$ cat config.mk
export PLATFORM = sky130hd
export DESIGN_NAME = xor_gate_core
export DESIGN_NICKNAME = d
export VERILOG_FILES = /design/src/rtl/xor_gate_pkg.sv /design/src/rtl/xor_gate_popcount.sv /design/src/rtl/xor_gate_core.sv
export SDC_FILE = /design/constraint.sdc
export NUM_CORES = 1
export LEC_CHECK = 0
export ABC_AREA = 1
export BUFFER_PORTS_ARGS = -buffer_cell sky130_fd_sc_hd__buf_2
export CORE_MARGIN = 2
export CORE_UTILIZATION = 60
export CTS_BUF_LIST = sky130_fd_sc_hd__clkbuf_4
export DETAILED_ROUTE_END_ITERATION = 10
export PLACE_DENSITY = 0.85
export SLEW_MARGIN = 30
export SYNTH_ARGS = -nofsm -noshare
export SYNTH_HDL_FRONTEND = slang
export SYNTH_SLANG_ARGS = --single-unit
$ cat constraint.sdc
create_clock -name clk -period 3.83 [get_ports clk]
set_input_delay 0.5745 -clock clk [delete_from_list [all_inputs] [get_ports clk]]
set_output_delay 0.5745 -clock clk [all_outputs]
set_load 0.02 [all_outputs]
$ cat src/rtl/xor_gate_pkg.sv
// rtl/xor_gate_pkg.sv - shared defaults and popcount helper for the xor gate core
package xor_gate_pkg;

  localparam int unsigned XOR_WIDTH_DEF = 1;
  localparam int unsigned XOR_CNT_W_DEF = 16;
  localparam int unsigned XOR_WIDTH_MAX = 64;

  // Operands are zero-extended to the widest legal width; callers narrow the result.
  function automatic logic [6:0] popcount(input logic [XOR_WIDTH_MAX-1:0] v);
    logic [6:0] c;
    c = '0;
    for (int i = 0; i < XOR_WIDTH_MAX; i++) begin
      c = c + {6'd0, v[i]};
    end
    return c;
  endfunction

endpackage

$ cat src/rtl/xor_gate_popcount.sv
// rtl/xor_gate_popcount.sv - combinational set-bit count of a WIDTH-bit word
module xor_gate_popcount
  import xor_gate_pkg::*;
#(
  parameter int unsigned WIDTH = XOR_WIDTH_DEF,
  parameter int unsigned POP_W = $clog2(WIDTH + 1)
) (
  input  logic [WIDTH-1:0] din,
  output logic [POP_W-1:0] cnt
);

  logic [XOR_WIDTH_MAX-1:0] din_ext;

  assign din_ext = XOR_WIDTH_MAX'(din);
  assign cnt     = POP_W'(popcount(din_ext));

endmodule

$ cat src/rtl/xor_gate_core.sv
// rtl/xor_gate_core.sv - combinational xor with registered, qualified result and
// saturating count of differing bits
module xor_gate_core
  import xor_gate_pkg::*;
#(
  parameter int unsigned WIDTH = XOR_WIDTH_DEF,
  parameter int unsigned CNT_W = XOR_CNT_W_DEF
) (
  input  logic             clk,
  input  logic             rst_n,
  input  logic [WIDTH-1:0] a,
  input  logic [WIDTH-1:0] b,
  output logic [WIDTH-1:0] y,
  input  logic             in_valid,
  input  logic             clear,
  output logic             out_valid,
  output logic [WIDTH-1:0] y_q,
  output logic             parity_q,
  output logic [CNT_W-1:0] mismatch_cnt
);

  localparam int unsigned POP_W = $clog2(WIDTH + 1);

  logic [WIDTH-1:0] y_d,   y_q_r;
  logic             par_d, par_q;
  logic             ov_d,  ov_q;
  logic [CNT_W-1:0] cnt_d, cnt_q;
  logic [POP_W-1:0] pop;
  logic [CNT_W:0]   cnt_sum;

  assign y = a ^ b;

  xor_gate_popcount #(
    .WIDTH (WIDTH),
    .POP_W (POP_W)
  ) u_popcount (
    .din (y),
    .cnt (pop)
  );

  // One spare bit catches the carry so saturation never wraps.
  assign cnt_sum = {1'b0, cnt_q} + (CNT_W + 1)'(pop);

  always_comb begin
    y_d   = y_q_r;
    par_d = par_q;
    ov_d  = 1'b0;
    cnt_d = cnt_q;
    if (in_valid) begin
      y_d   = y;
      par_d = ^y;
    end
    // clear wins over in_valid: data is still captured but not counted or flagged.
    if (clear) begin
      cnt_d = '0;
    end else if (in_valid) begin
      ov_d  = 1'b1;
      cnt_d = cnt_sum[CNT_W] ? {CNT_W{1'b1}} : cnt_sum[CNT_W-1:0];
    end
  end

  always_ff @(posedge clk or negedge rst_n) begin
    if (!rst_n) begin
      y_q_r <= '0;
      par_q <= 1'b0;
      ov_q  <= 1'b0;
      cnt_q <= '0;
    end else begin
      y_q_r <= y_d;
      par_q <= par_d;
      ov_q  <= ov_d;
      cnt_q <= cnt_d;
    end
  end

  assign y_q          = y_q_r;
  assign parity_q     = par_q;
  assign out_valid    = ov_q;
  assign mismatch_cnt = cnt_q;

endmodule

== Word-level counts from Yosys, hierarchy flattened ==
Cells that the tools add are included.
Word-level totals
  bits in registers: 18
  output and inout port bits: 20
Cells by class
  reductions and logical operators: 1
  muxes and demuxes: 5
  bitwise operators: 1
  add/sub/neg operators: 1
Operator list (number)
  16-bit 2-to-1 mux: 3
  16-bit by 1-bit adder with 17-bit output: 1
  1-bit 2-to-1 mux: 2
  2-bit nonzero test: 1
  1-bit XOR: 1

== Depth between registers and ports, before layout ==
  depth in word-level cells: 5
  mapped depth: 10
  depth with buffers taken out: 10

== Modules after synthesis ==
Synthesis repeated with hierarchy kept, for this count alone.
Second synthesis, totals
  cell total of the unflattened synthesis: 167
  area total of the unflattened synthesis: 1247.4 µm²
By module, submodules not included
  xor_gate_core: area each 1239.9 µm², instances 1, seq. area each 450.4 µm², cells each 166
  xor_gate_popcount: area each 7.5 µm², instances 1, seq. area each 0.0 µm², cells each 1

== Worst setup path after synthesis ==
Ideal clock, no wire load.
  path type: in2reg
  from: input b
  to: register cnt_q[10] (netlist: mismatch_cnt[10])
  buffers on the path: 0
  required time: 3.711 ns
  arrival time: 1.916 ns
  library setup time: 0.119 ns
  stages on the path: 9
  slack: 1.795 ns
  cells stage by stage: xor2_1 > ha_1 > nand2_2 > nor2_8 > nand2_1 > o21ai_1 > nand2_1 > nand2_1 > nand2_1
On the way
  longest elaborated chain between the ends: 5
Ends and longest elaborated chain
  from (decl): line xor_gate_core.sv:12  | input logic [WIDTH-1:0] b,
  1-bit XOR: line xor_gate_core.sv:31  | assign y = a ^ b;
  16-bit by 1-bit adder with 17-bit output: line xor_gate_core.sv:42  | assign cnt_sum = {1'b0, cnt_q} + (CNT_W + 1)'(pop);
  16-bit 2-to-1 mux: line xor_gate_core.sv:58  | cnt_d = cnt_sum[CNT_W] ? {CNT_W{1'b1}} : cnt_sum[CNT_W-1:0];
  16-bit 2-to-1 mux: line xor_gate_core.sv:56  | end else if (in_valid) begin
  16-bit 2-to-1 mux: line xor_gate_core.sv:54  | if (clear) begin
  to (signal assigned): line xor_gate_core.sv:72  | cnt_q <= cnt_d;
  to (decl): line xor_gate_core.sv:27  | logic [CNT_W-1:0] cnt_d, cnt_q;
No other way between the ends. The select of a mux whose other input is x is not followed.
A chain may end at the register's enable or synchronous reset.

== Worst setup path after layout ==
  from: input b
  to: output y
On the way
  longest elaborated chain between the ends: 1
Ends and longest elaborated chain
  1-bit XOR: line xor_gate_core.sv:31
  to (decl): line xor_gate_core.sv:13  | output logic [WIDTH-1:0] y,
No other way between the ends.

==> metrics.md <==
| Metric | Value |
|---|---|
| Cts hold-fix bufs | `0` |
| Detail Placement HPWL | `2000 um` |
| Worst r2r dst | `mismatch_cnt[3]` |
| Drt wl/cell | `12.8 um` |
| Layout cells sized above 1 | `22.5%` |
| CTS Buf Count | `3` |
| Cell area after synthesis | `0.00117 mm^2` |
| Fin. max-slew vios | `0` |
| Final setup fails | `0` |
| Synth Instances | `162` |
| Num rows | `15` |
| Total Die Area | `0.00233 mm^2` |
| Combinational power share | `11.4%` |
| Crit share post-route | `46.2%` |
| Post-synth top flop | `dfrtp_1` |
| Ranking of synthesized cells by area | `dfrtp_1, nand2_1, nand3_1` |
| Die Height | `48.2 um` |
| Sequential cell area | `450 um^2` |
| Gr usage total | `28.1%` |
| Seq/Total Area, Yosys | `38.4%` |
| Vias | `1177` |
| Hold Crit Class | `input pin to asynchronous set/reset pin` |
| Fmax | `565 MHz` |
| Total Neg Setup Slack | `0 ns` |
| # Post-CTS Setup Buffers | `0` |
| CP arrival | `1.20 ns` |
| CP Launch Type | `input pin` |
| Iter 0 DRT Violations | `32` |
| CTS tree | `yes` |
| Slew margin rel. | `54.7%` |
| Synth Warn # | `0` |
| # fillers | `141` |
| Nets | `196` |
| Hold slack final | `0.190 ns` |
| Drt drc | `0` |
| Pwr Density | `248 mW/mm^2` |
| Worst clock skew | `0.00393 ns` |
| DRT Pass-1 Iters | `5` |
| EDFF count, synth | `0` |
| Num Clock Sinks | `18` |
| Post-Syn Nets | `170` |
| Clock root cell | `clkbuf_4` |
| Internal Power | `241 uW` |
| Synth Register Bits | `18` |
| Routability Congestion | `0.857` |
| ANT nets after route | `0` |
| Max Root-Sink Buffers | `2` |
| Ant diodes | `0` |
| Maxcap violations | `0` |
| Net Switching | `88.6 uW` |
| Setup crit end kind | `primary output` |
| RSZ-0062 raised after global routing | `no` |
| Cell with the most instances after synthesis | `nand2_1` |
| Core Box Area | `0.00178 mm^2` |
| Area of the multi-input gates | `636 um^2` |
| Port Buffers | `25` |
| Post-CTS sizing | `0` |
| Sw Share | `26.9%` |
| Clk slew on worst S/H paths | `0.10 ns` |
| Min cycle time layout | `1.77 ns` |
| Post-route cell area | `0.00133 mm^2` |
| Top cells by count, synth | `nand2_1, dfrtp_1, nand3_1, nor2_1, inv_1` |
| CP startpoint | `b` |
| Final Hold Fails | `0` |
| Antenna violations before repair | `0` |
| Sequential share of power | `59.4%` |
| Run status | `finished, final reports clean` |
| Pin count of the biggest net entering global routing | `19` |
| Reg2reg path depth | `7` |
| Async set-reset flop share out of synthesis | `100%` |
| Worst-margin pin slew | `0.678 ns` |
| Placed cell area | `0.00131 mm^2` |
| Starting Density | `65.8%` |
| DP Cell Count | `208` |
| CP Max Fanout | `4` |
| Dominant cell type by area after synthesis | `dfrtp_1` |
| Total grt overflow | `0` |
| Vias in the first global route | `1030` |
| Post-Route WL | `2720 um` |
| Die extent in x | `48.2 um` |
| WP data required | `3.26 ns` |
| Worst r2r src | `mismatch_cnt[0]` |
| Syn_area_per_cell | `7.24 um^2` |
| Top-area cell type share of the netlist area | `38.4%` |
| Clk_lat worst skew | `0.29 ns` |
| Via density | `5.55` |
| Maximum vdd ir drop | `0.000237 V` |
| H-tree depth | `1` |
| Worst setup path endpoint | `y` |
| Register-to-register setup slack | `2.40 ns` |
| Distinct cells, synth | `22` |
| First-pass GRT wire length | `4460 um` |
| Final non-filler cell total | `212` |
| P&R area growth vs syn | `13.4%` |
| Clk pwr share | `29.2%` |
| # IOs | `26` |
| LEAKAGE | `0.000741 uW` |
| CP Class | `input pin to primary output` |
==> final cells by class <==
type | instances | area share, %
timing repair buffer | 25 | 9.40
clock inverter | 1 | 0.282
sequential | 18 | 33.8
inverter | 16 | 4.70
tap | 25 | 2.35
clock buffer | 3 | 1.69
multi-input combinational | 124 | 47.7
==> layer usage <==
layer | GRT usage (%) | part of all wire (%) | vias to the layer above
met5 | 0 | 0 | -
met4 | 14.6 | 2.4 | 0
met3 | 4.07 | 6.0 | 9
met2 | 44.7 | 48 | 50
met1 | 36.8 | 44 | 544
li1 | - | - | 574
==> kinds of logic after synthesis <==
group / synth area share (%)
compound gates: 7.46
xor+xnor: 0.746
fa+ha+maj: 2.13
buf+inv: 7.46
flops: 38.4
simple gates: 43.8
==> power groups by stage <==
stage | Clock, uW | Sequential, uW | Combinational [uW]
6_report | 96.4 | 196 | 37.5
5_1_grt | 109 | 197 | 41.5
4_1_cts | 100 | 196 | 37.8
3_5_place_dp | 0 | 200 | 37.6
3_3_place_gp | 0 | 200 | 36.9
2_1_floorplan | 0 | 204 | 20.1
==> cell usage in the layout, fill, tap and decap left out, drive strengths merged <==
cell type,count
clkinv,1
buf,25
inv,16
nand2,56
o21ai,9
a21oi,7
ha,2
nand3,17
nand4,3
o211ai,1
xor2,1
nor2,22
dfrtp,18
clkbuf,3
nand3b,6
==> state kept, by name (all words and copies together) (netlist names) <==
name and flops:
mismatch_cnt 16, out_valid 1, parity_q 1
==> how the worst min path moves through the flow <==
stage / from / end / slack, ns / depth (start not counted)
floorplan: rst_n / mismatch_cnt[0] / 0.28 / 0
global placement: parity_q / parity_q / 0.48 / 2
detailed placement: parity_q / parity_q / 0.49 / 2
CTS: rst_n / mismatch_cnt[8] / 0.20 / 1
global route: rst_n / mismatch_cnt[12] / 0.21 / 1
finish: rst_n / mismatch_cnt[3] / 0.19 / 1
==> worst max-delay path, stage by stage <==
cell and delay, ns:
buf_2 0.10, xor2_1 0.29, buf_2 0.23
==> per-stage QoR <==
| stage | utilization [%] | setup WS [ns] | total power (uW) |
|---|---|---|---|
| 6_report | 74.7 | 2.06 | 330 |
| 5_1_grt | 74.7 | 1.96 | 347 |
| 4_1_cts | 74.7 | 2.06 | 334 |
| 3_5_place_dp | 73.2 | 1.79 | 237 |
| 3_3_place_gp | 73.2 | 1.89 | 236 |
| 2_1_floorplan | - | 1.80 | 224 |
Note: power is estimated with default switching activity, not from simulation.
